**src/rtl/display_pkg.sv**
```systemverilog
// Shared types and constants for the result display: FSM encoding, segment
// patterns (active-low {g,f,e,d,c,b,a}) and double-dabble step count.
package display_pkg;

  typedef enum logic [1:0] {
    IDLE    = 2'd0,
    CONVERT = 2'd1,
    DONE    = 2'd2
  } state_t;

  localparam int RESULT_W = 13;
  localparam int BCD_W    = 16;
  localparam int DD_STEPS = 13;

  localparam logic [6:0] SEG_BLANK = 7'h7F;
  localparam logic [6:0] SEG_MINUS = 7'h3F;

  localparam logic [6:0] SEG_0 = 7'h40;
  localparam logic [6:0] SEG_1 = 7'h79;
  localparam logic [6:0] SEG_2 = 7'h24;
  localparam logic [6:0] SEG_3 = 7'h30;
  localparam logic [6:0] SEG_4 = 7'h19;
  localparam logic [6:0] SEG_5 = 7'h12;
  localparam logic [6:0] SEG_6 = 7'h02;
  localparam logic [6:0] SEG_7 = 7'h78;
  localparam logic [6:0] SEG_8 = 7'h00;
  localparam logic [6:0] SEG_9 = 7'h10;

endpackage

```
**src/rtl/seg7_decoder.sv**
```systemverilog
// Combinational BCD digit to active-low 7-segment pattern; blank forces all
// segments off. Non-decimal codes also render blank.
module seg7_decoder
  import display_pkg::*;
(
  input  logic [3:0] digit,
  input  logic       blank,
  output logic [6:0] seg
);

  always_comb begin
    seg = SEG_BLANK;
    if (!blank) begin
      case (digit)
        4'd0:    seg = SEG_0;
        4'd1:    seg = SEG_1;
        4'd2:    seg = SEG_2;
        4'd3:    seg = SEG_3;
        4'd4:    seg = SEG_4;
        4'd5:    seg = SEG_5;
        4'd6:    seg = SEG_6;
        4'd7:    seg = SEG_7;
        4'd8:    seg = SEG_8;
        4'd9:    seg = SEG_9;
        default: seg = SEG_BLANK;
      endcase
    end
  end

endmodule

```
**src/rtl/result_display.sv**
```systemverilog
// 13-bit ALU result -> 4-digit multiplexed 7-segment display via a sequential
// double-dabble converter. Define SIGNED_DISPLAY_EN for two's-complement display.
module result_display
  import display_pkg::*;
#(
  parameter int REFRESH_BITS = 18
) (
  input  logic                clk,
  input  logic                reset,
  input  logic [RESULT_W-1:0] result,
  output logic [6:0]          seg,
  output logic [3:0]          an,
  output logic                dp,
  output logic                busy
);

  state_t               state;
  logic [RESULT_W-1:0]  cap;
  logic [RESULT_W-1:0]  sh;
  logic [BCD_W-1:0]     bcd;
  logic [BCD_W-1:0]     digits;
  logic [3:0]           cnt;
  logic [REFRESH_BITS-1:0] ctr;
  logic [1:0]           sel;
  logic [3:0]           cur_digit;
  logic [3:0]           blank;
  logic [6:0]           dec_seg;
  logic [6:0]           seg_nxt;
`ifdef SIGNED_DISPLAY_EN
  logic                 neg_conv;
  logic                 neg_disp;
`endif

  // One double-dabble step: bias every nibble >= 5 by 3, then shift in the next bit.
  function automatic logic [BCD_W-1:0] dd_step(input logic [BCD_W-1:0] b,
                                               input logic in_bit);
    logic [BCD_W-1:0] a;
    a = b;
    for (int i = 0; i < 4; i++) begin
      if (a[4*i +: 4] >= 4'd5) a[4*i +: 4] = a[4*i +: 4] + 4'd3;
    end
    return {a[BCD_W-2:0], in_bit};
  endfunction

`ifdef SIGNED_DISPLAY_EN
  function automatic logic [RESULT_W-1:0] magnitude(input logic [RESULT_W-1:0] v);
    logic signed [RESULT_W:0] s;
    s = {v[RESULT_W-1], v};
    if (s < 0) s = -s;
    return s[RESULT_W-1:0];
  endfunction
`endif

  always_ff @(posedge clk) begin
    if (reset) begin
      state  <= IDLE;
      cap    <= '0;
      sh     <= '0;
      bcd    <= '0;
      cnt    <= '0;
      digits <= '0;
      busy   <= 1'b0;
`ifdef SIGNED_DISPLAY_EN
      neg_conv <= 1'b0;
      neg_disp <= 1'b0;
`endif
    end else begin
      case (state)
        IDLE: begin
          if (result != cap) begin
            cap   <= result;
`ifdef SIGNED_DISPLAY_EN
            sh       <= magnitude(result);
            neg_conv <= result[RESULT_W-1];
`else
            sh    <= result;
`endif
            bcd   <= '0;
            cnt   <= '0;
            busy  <= 1'b1;
            state <= CONVERT;
          end
        end
        CONVERT: begin
          bcd <= dd_step(bcd, sh[RESULT_W-1]);
          sh  <= {sh[RESULT_W-2:0], 1'b0};
          cnt <= cnt + 4'd1;
          if (cnt == 4'(DD_STEPS - 1)) state <= DONE;
        end
        DONE: begin
          digits <= bcd;
`ifdef SIGNED_DISPLAY_EN
          neg_disp <= neg_conv;
`endif
          busy   <= 1'b0;
          state  <= IDLE;
        end
        default: state <= IDLE;
      endcase
    end
  end

  assign sel       = ctr[REFRESH_BITS-1 -: 2];
  assign cur_digit = digits[{sel, 2'b00} +: 4];

  // A position is blank when it and every position to its left are zero.
  always_comb begin
    blank    = 4'b0000;
    blank[1] = (digits[15:4]  == '0);
    blank[2] = (digits[15:8]  == '0);
    blank[3] = (digits[15:12] == '0);
  end

  seg7_decoder u_dec (
    .digit (cur_digit),
    .blank (blank[sel]),
    .seg   (dec_seg)
  );

  always_comb begin
    seg_nxt = dec_seg;
`ifdef SIGNED_DISPLAY_EN
    // Negative magnitudes above 999 do not fit beside the sign: show "----".
    if (neg_disp && ((sel == 2'd3) || (digits[15:12] != '0))) seg_nxt = SEG_MINUS;
`endif
  end

  // Display output register stage
  always_ff @(posedge clk) begin
    if (reset) begin
      ctr <= '0;
      an  <= 4'hF;
      seg <= SEG_BLANK;
    end else begin
      ctr <= ctr + 1'b1;
      an  <= ~(4'b0001 << sel);
      seg <= seg_nxt;
    end
  end

  assign dp = 1'b1;

endmodule

```
**config.mk**
```make
export PLATFORM = sky130hd
export DESIGN_NAME = result_display
export DESIGN_NICKNAME = d
export VERILOG_FILES = /design/src/rtl/display_pkg.sv /design/src/rtl/seg7_decoder.sv /design/src/rtl/result_display.sv
export SDC_FILE = /design/constraint.sdc
export NUM_CORES = 1
export LEC_CHECK = 0
export ABC_CLOCK_PERIOD_IN_PS = 2600
export BUFFER_PORTS_ARGS = -buffer_cell sky130_fd_sc_hd__buf_2
export CORE_MARGIN = 8
export CORE_UTILIZATION = 35
export DETAILED_ROUTE_END_ITERATION = 10
export PLACE_DENSITY = 0.49
export RECOVER_POWER = 100
export SLEW_MARGIN = 20
export SYNTH_ARGS = -nofsm -noshare
export SYNTH_HDL_FRONTEND = slang
export SYNTH_HIERARCHICAL = 1
export SYNTH_SLANG_ARGS = --single-unit
```
**constraint.sdc**
```tcl
create_clock -name clk -period 2.6 [get_ports clk]
set_input_delay 0.13 -clock clk [delete_from_list [all_inputs] [get_ports clk]]
set_output_delay 0.13 -clock clk [all_outputs]
set_load 0.02 [all_outputs]
```
==> results of run 1 <==
-- placed cells by master, fill, tap and decap left out, types with 2 or more instances in the layout --
cell,synthesis,routed
a21oi_1,52,51
a21oi_2,2,2
nand4_1,6,6
dfxtp_1,94,94
clkbuf_16,0,9
ha_1,16,16
and3_1,2,2
mux4_2,4,4
nor4_1,5,5
clkbuf_1,17,15
nand3_1,23,23
nor3_1,4,4
nor3b_1,3,3
o21bai_1,2,2
nand2_1,57,58
or3_1,3,3
clkbuf_8,0,3
o21ai_0,23,26
xnor2_1,27,27
o221a_2,12,12
nor2_1,52,52
a211oi_1,4,4
buf_4,1,4
clkinvlp_4,0,2
or2_2,7,7
a31oi_1,4,4
inv_1,22,22
xor2_1,8,8
nand2b_1,6,6
buf_2,4,13
o32ai_1,13,13
-- path summary, 6_finish.rpt --
check,end,slack (ns)
setup / recovery,sh[9],0.44
hold / removal,cap[6],0.09
setup reg to reg,sh[9],0.44
hold reg to reg,ctr[0],0.47
-- per-stage QoR --
stage | worst slack (ns) | instances | hold WS, ns
after floorplan | 0.3776 | 497 | 0.2777
after global placement | 0.6109 | 649 | 0.4377
after detailed placement | 0.5722 | 649 | 0.4479
after CTS | 0.5634 | 665 | 0.07819
after global routing | 0.2425 | 665 | 0.08553
final | 0.4408 | 665 | 0.08719
-- layout make-up --
cell class                 count  area [sq um]  share of cell area
clock buffer                  12         266.5             0.05524
clock inverter                 4         53.80             0.01115
inverter                      23         86.33             0.01789
multi-input combinational    352          2196              0.4551
sequential                    94          1882              0.3900
tap                          147         183.9             0.03812
timing repair buffer          33         156.4             0.03242
-- power breakdown --
part	total, uW	leakage (uW)	internal [uW]	switching [uW]
logic	202	0.000757	79.1	123
registers	1510	0.000768	1490	28.8
clock network	1390	0.000151	826	568
-- worst max-delay path, cell delays in order, from the launching register on --
cell and delay (ns):
dfxtp_1 0.38, inv_1 0.24, o41a_1 0.55, nand2_1 0.46
o221a_2 0.41
-- per-layer routing --
layer | vias up | global-route usage | part of all wire
met5 | - | 0 | 0
met4 | 0 | 0.05668 | 0.018
met3 | 11 | 0.02556 | 0.029
met2 | 33 | 0.1943 | 0.45
met1 | 1602 | 0.1650 | 0.50
li1 | 1753 | - | -
-- sequential cells by signal (all words and copies together), names as in the netlist --
| register | cells |
|---|---|
| cap | 13 |
| digits | 16 |
| ctr | 18 |
| bcd | 16 |
| cnt | 4 |
| state | 2 |
| an | 4 |
| sh | 13 |
| busy | 1 |
| seg | 7 |
-- synth_stat cells, drive strengths merged (3+ instances only) --
cell     n  area (sq um)
dfxtp   94          1882
nand2   58         220.2
a21oi   54         277.8
nor2    52         195.2
o21ai   27         135.1
xnor2   27         236.5
nand3   23         115.1
inv     22         82.58
clkbuf  18         68.81
ha      16         200.2
o32ai   13         113.9
o221a   12         135.1
buf     10         68.82
xor2     8         70.07
or2      7         43.79
nand2b   6         37.54
nand4    6         37.54
nor4     5         31.28
a211oi   4         30.03
a31oi    4         25.02
mux4     4         90.09
nor3     4         20.02
nor3b    4         35.03
or3      3         18.77
-- logic make-up (layout without fill, tap and decap cells) --
family	Yosys count	count (layout)	synth area share
XOR/XNOR	35	35	0.07128
adder cells (fa/ha/maj)	16	16	0.04655
multiplexers	5	5	0.02328
buffers and inverters	51	72	0.05208
AO/OA/AOI/OAI	120	120	0.1801
other	1	1	0.0008720
flip-flops	94	94	0.4376
AND/OR/NAND/NOR	175	175	0.1883
==> key figures, run 1 <==
Logic synthesis
  • Sequential-to-total area share from yosys stat: 0.4376
  • Synth warnings: 6
  • Syn_area_per_cell: just under 9 sq um
  • Synth cell types: 46
  • Post-synth EDFFs: 0
  • Syn nets: 528
  • Post-Syn Area: 0.004300 sq mm
  • #FFs+latches synth: 94
  • Post-Syn Instances: between 400 and 500
  • Async S/R FF share, synth: 0
  • Predominant post-synthesis flop cell: dfxtp_1

Flow run
  • Max-cap viol count: 1

Floorplanning
  • Core ar.: 0.01201 sq mm
  • Die Ht: 126.8 microns
  • Rows: 40
  • Die width: 126.8 microns
  • Die footprint: roughly 0.016 sq mm
  • IO Count: 28
  • Initial Util: 0.3580

STA
  • Slew HR: -0.1955
  • Final Max Tran Viols: between 80 and 90
  • Fin crit share: 0.8304
  • Worst slew pin tran: about 1.8 ns
  • Setup violations, final: 0
  • Minimum clock period: 2.159 ns
  • Max frequency: around 460 MHz
  • Total Negative Setup Slacks: 0 ns
  • RSZ-0062 raised after global routing: false
  • Final Skew: around 0.0054 ns
  • Final Hold Fails: 0

Place
  • DP Wirelength: 6.460 mm
  • I/O Buffers: 26
  • Placed inst area: roughly 0.0045 sq mm
  • Gpl congestion: about 0.77

Setup path
  • Kind of end point of the critical path: register
  • Crit Path Max Fanout: 14
  • Critical path type: register to register
  • CP startpoint kind: register
  • Required @ worst endpoint: 2.83 ns
  • Worst R2R Start: state[0]
  • Setup crit start: state[0]
  • Crit path DAT: ~2.4 ns
  • R2R depth: 4

Power
  • Power, Total: 3112 uW
  • PwrDens: 644.9 mW/mm^2
  • Leak: between 0.0015 and 0.002 uW
  • Worst vdd ir: between 0.2 and 0.25 mV

Global routing
  • Initial antenna violation count: 0
  • Vias in the first global route: 3320
  • Pin count of the biggest net entering global routing: 88
  • Gr ovfl total: 0
  • First-pass GRT wire length: 16.44 mm
  • GRT Overall Usage: 0.1257

Clocking
  • Clk pin slew, worst setup/hold paths: roughly 0.070 ns
  • CTS tree: yes
  • Longest Clk Path Bufs: 2
  • Clock Sinks: 94
  • Worst skew pair latency: about 0.34 ns
  • CTS root buffer: clkbuf_16
  • Total CTS buffers: 9
  • # resized after CTS: 0
  • Max H-tree Level: 3
  • Hold buffers post-CTS: 0
  • Postcts setup bufs: 0

Cells and area
  • Finished layout cell area: ~0.0048 sq mm
  • Fillers: 1237
  • Nets: around 540
  • Share of cells above drive strength 1: 0.1197
  • Post-layout util: 0.4017
  • Diode count: 0
  • Layout area overhead: 12.19%

Route
  • Post-Route WL: 9.528 mm
  • Routed Antenna Nets: 0
  • DR vias: ~3400
  • DR WL/cell: 14.33 microns
  • Drc violations: 0
  • Drt first pass iters: 4
  • Vias/cell: between 5 and 6
  • DRT iter0 DRCs: 250

Hold path
  • HP Start: result[6]
  • Type of the worst min-delay path: primary input to register
  • Worst hold stages: 3

Status
  • Status: finished, violations left
  • Failing checks: max-capacitance violations, max-slew violations
Power figures use the tool's default switching activity.
==> run 2, diff against run 1 <==
--- a/config.mk
+++ b/config.mk
@@ -5,7 +5,7 @@
 export SDC_FILE = /design/constraint.sdc
 export NUM_CORES = 1
 export LEC_CHECK = 0
-export ABC_CLOCK_PERIOD_IN_PS = 2600
+export ABC_CLOCK_PERIOD_IN_PS = 2110
 export BUFFER_PORTS_ARGS = -buffer_cell sky130_fd_sc_hd__buf_2
 export CORE_MARGIN = 8
 export CORE_UTILIZATION = 35
==> constraint.sdc (replaced) <==
create_clock -name clk -period 2.11 [get_ports clk]
set_input_delay 0.1055 -clock clk [delete_from_list [all_inputs] [get_ports clk]]
set_output_delay 0.1055 -clock clk [all_outputs]
set_load 0.02 [all_outputs]
==> key figures, run 2 (synthesized netlist as in run 1, its figures left out) <==
Status
  • Status: finished, final reports clean

Cells and area
  • Share of cells above drive strength 1: 0.1352 (+0.01555)
  • Sequential cell area: 0.001883 sq mm (about the same)
  • Most frequent cells in the layout: 93 x dfxtp_1, 58 x nand2_1, 52 x a21oi_1, 52 x nor2_1, 27 x xnor2_1
  • Diode count: 0 (unchanged)
  • Commonest non-fill, non-tap cell in the layout: dfxtp_1
  • Fillers: 1246 (+0.73%)
  • Max reg flops: 18 (unchanged)
  • Largest regs: ctr x18, bcd x16, digits x16
  • Nets: 553 (+1.7%)
  • Largest register by flop count: ctr
  • Post-layout util: 0.4036 (+0.001979)
  • Area of the multi-input gates: 0.002185 sq mm (-0.51%)
  • Layout area overhead: 12.74%

Clocking
  • Postcts setup bufs: 0 (unchanged)
  • Clk pin slew, worst setup/hold paths: 0.07 ns (about the same)
  • Worst skew pair latency: 0.33 ns (about the same)
  • Max H-tree Level: 3 (unchanged)
  • Longest Clk Path Bufs: 2 (unchanged)
  • Total CTS buffers: 9 (unchanged)
  • CTS tree: yes
  • CTS root buffer: clkbuf_16
  • Clock Sinks: 94 (unchanged)

Floorplanning
  • Core ar.: 0.01201 sq mm (unchanged)
  • Die footprint: 0.01609 sq mm (unchanged)
  • Die Ht: 126.8 microns (unchanged)
  • Rows: 40 (unchanged)
  • Die width: 126.8 microns (unchanged)
  • IO Count: 28 (unchanged)
  • Initial Util: 0.3580 (unchanged)

Place
  • Gpl congestion: 0.7621 (-1.5%)
  • I/O Buffers: 26 (unchanged)
  • DP Wirelength: 6.553 mm (+1.4%)

Setup path
  • Crit Path Max Fanout: 6 (-8)
  • Max incr delay on CP: 0.61 ns (+0.06 ns)
  • Worst path cell trace: mux4_2 -> inv_1 -> ha_1 -> a21oi_1 -> o21bai_1 -> or2_2
  • Slowest CP cell: mux4_2
  • Worst R2R Start: ctr[16]
  • Setup crit start: ctr[16]
  • Kind of end point of the critical path: register
  • Crit path DAT: 2.19 ns (-0.20 ns)
  • Required @ worst endpoint: 2.32 ns (-0.51 ns)
  • Critical path type: register to register
  • CP startpoint kind: register

Route
  • Drt first pass iters: 4 (unchanged)
  • Vias/cell: 5.110 (about the same)
  • DRT iter0 DRCs: 286 (+14%)
  • Routed Antenna Nets: 0 (unchanged)
  • DR WL/cell: 14.15 microns (-1.2%)
  • Post-Route WL: 9.510 mm (-0.19%)
  • DR vias: 3434 (+1.0%)
  • Drc violations: 0 (unchanged)

STA
  • Max frequency: 506.6 MHz (+9.4%)
  • Setup violations, final: 0 (unchanged)
  • RSZ-0062 raised after global routing: false
  • Final Hold Fails: 0 (unchanged)
  • Fin crit share: 0.9355 (+0.1051)
  • Slew HR: 0.6145 (+0.8100)
  • Final Skew: 0.008203 ns (+0.002763 ns)
  • Total Negative Setup Slacks: 0 ns (unchanged)
  • Minimum clock period: 1.974 ns (-0.1853 ns)
  • Worst slew pin tran: 0.5768 ns (-1.216 ns)
  • Final Max Tran Viols: 0 (-100%)

Hold path
  • Type of the worst min-delay path: primary input to register
  • HP Start: result[4]

Global routing
  • GRT Overall Usage: 0.1220 (-0.003648)
  • Vias in the first global route: 3312 (-0.24%)
  • Gr ovfl total: 0 (unchanged)
  • First-pass GRT wire length: 16.18 mm (-1.6%)
  • Pin count of the biggest net entering global routing: 88 (unchanged)
  • Initial antenna violation count: 0 (unchanged)

Power
  • Leak: 0.001709 uW (+2.0%)
  • Power, Total: 3635 uW (+17%)
  • Worst vdd ir: 0.3157 mV (+32%)
  • PwrDens: 749.8 mW/mm^2 (+16%)

Flow run
  • Max-cap viol count: 0 (-1)
==> run 2: cell count changes in the layout (fill, tap and decap cells not counted), sizes merged <==
cell,before,now
clkbuf,28,26
clkinvlp,2,1
buf,17,27
bufinv,1,0
clkinv,2,3
==> run 2: area by class of cell <==
class / count / area share
tap: 147 / 0.03794
multi-input combinational: 352 / 0.4506
timing repair buffer: 42 / 0.04877
clock buffer: 11 / 0.05213
sequential: 94 / 0.3884
inverter: 23 / 0.01781
clock inverter: 3 / 0.004387
==> run 2: per-layer routing <==
| layer | part of all wire | wire, microns | GRT usage |
|---|---|---|---|
| met5 | 0 | 0 | 0 |
| met4 | 0.010 | 95 | 0.04549 |
| met3 | 0.044 | 420 | 0.03226 |
| met2 | 0.43 | 4119 | 0.1852 |
| met1 | 0.51 | 4874 | 0.1619 |
==> run 2: worst paths after layout <==
kind / slack, ns / cells after the start / to
max reg2reg: 0.14 / 6 / seg[1]
min: 0.07 / 3 / cap[4]
min reg2reg: 0.46 / 2 / digits[0]
max: 0.14 / 6 / seg[1]
==> run 2: power breakdown <==
| part | leakage, uW | internal [uW] | switching [uW] |
|---|---|---|---|
| sequential | 0.000768 | 1830 | 32.4 |
| combinational | 0.000807 | 104 | 156 |
| clock | 0.000133 | 850 | 661 |
| total | 0.00171 | 2790 | 850 |
==> run 2: critical path: cells and delay by family (launching register included) <==
family	cells	cell delay (ns)
multiplexers	1	0.61
AO/OA/AOI/OAI	2	0.22
buffers and inverters	1	0.11
AND/OR/NAND/NOR	1	0.27
adder cells (fa/ha/maj)	1	0.24
flip-flops	1	0.41
==> run 2: stage by stage <==
step | cell area [sq um] | setup WS (ns) | hold WS, ns | cells
5_1_grt | 4848 | 0.01993 | 0.05755 | 672
2_1_floorplan | 4302 | 0.06673 | 0.2532 | 497
6_report | 4848 | 0.1361 | 0.06624 | 672
3_5_place_dp | 4613 | 0.02349 | 0.4129 | 658
3_3_place_gp | 4613 | 0.08070 | 0.4053 | 658
4_1_cts | 4887 | 0.01886 | 0.04724 | 672
==> run 2: repair_timing <==
item                       in CTS  in global routing
setup endpoints to repair       0                  4
gates resized for setup         0                  1
hold buffers                    0                  0
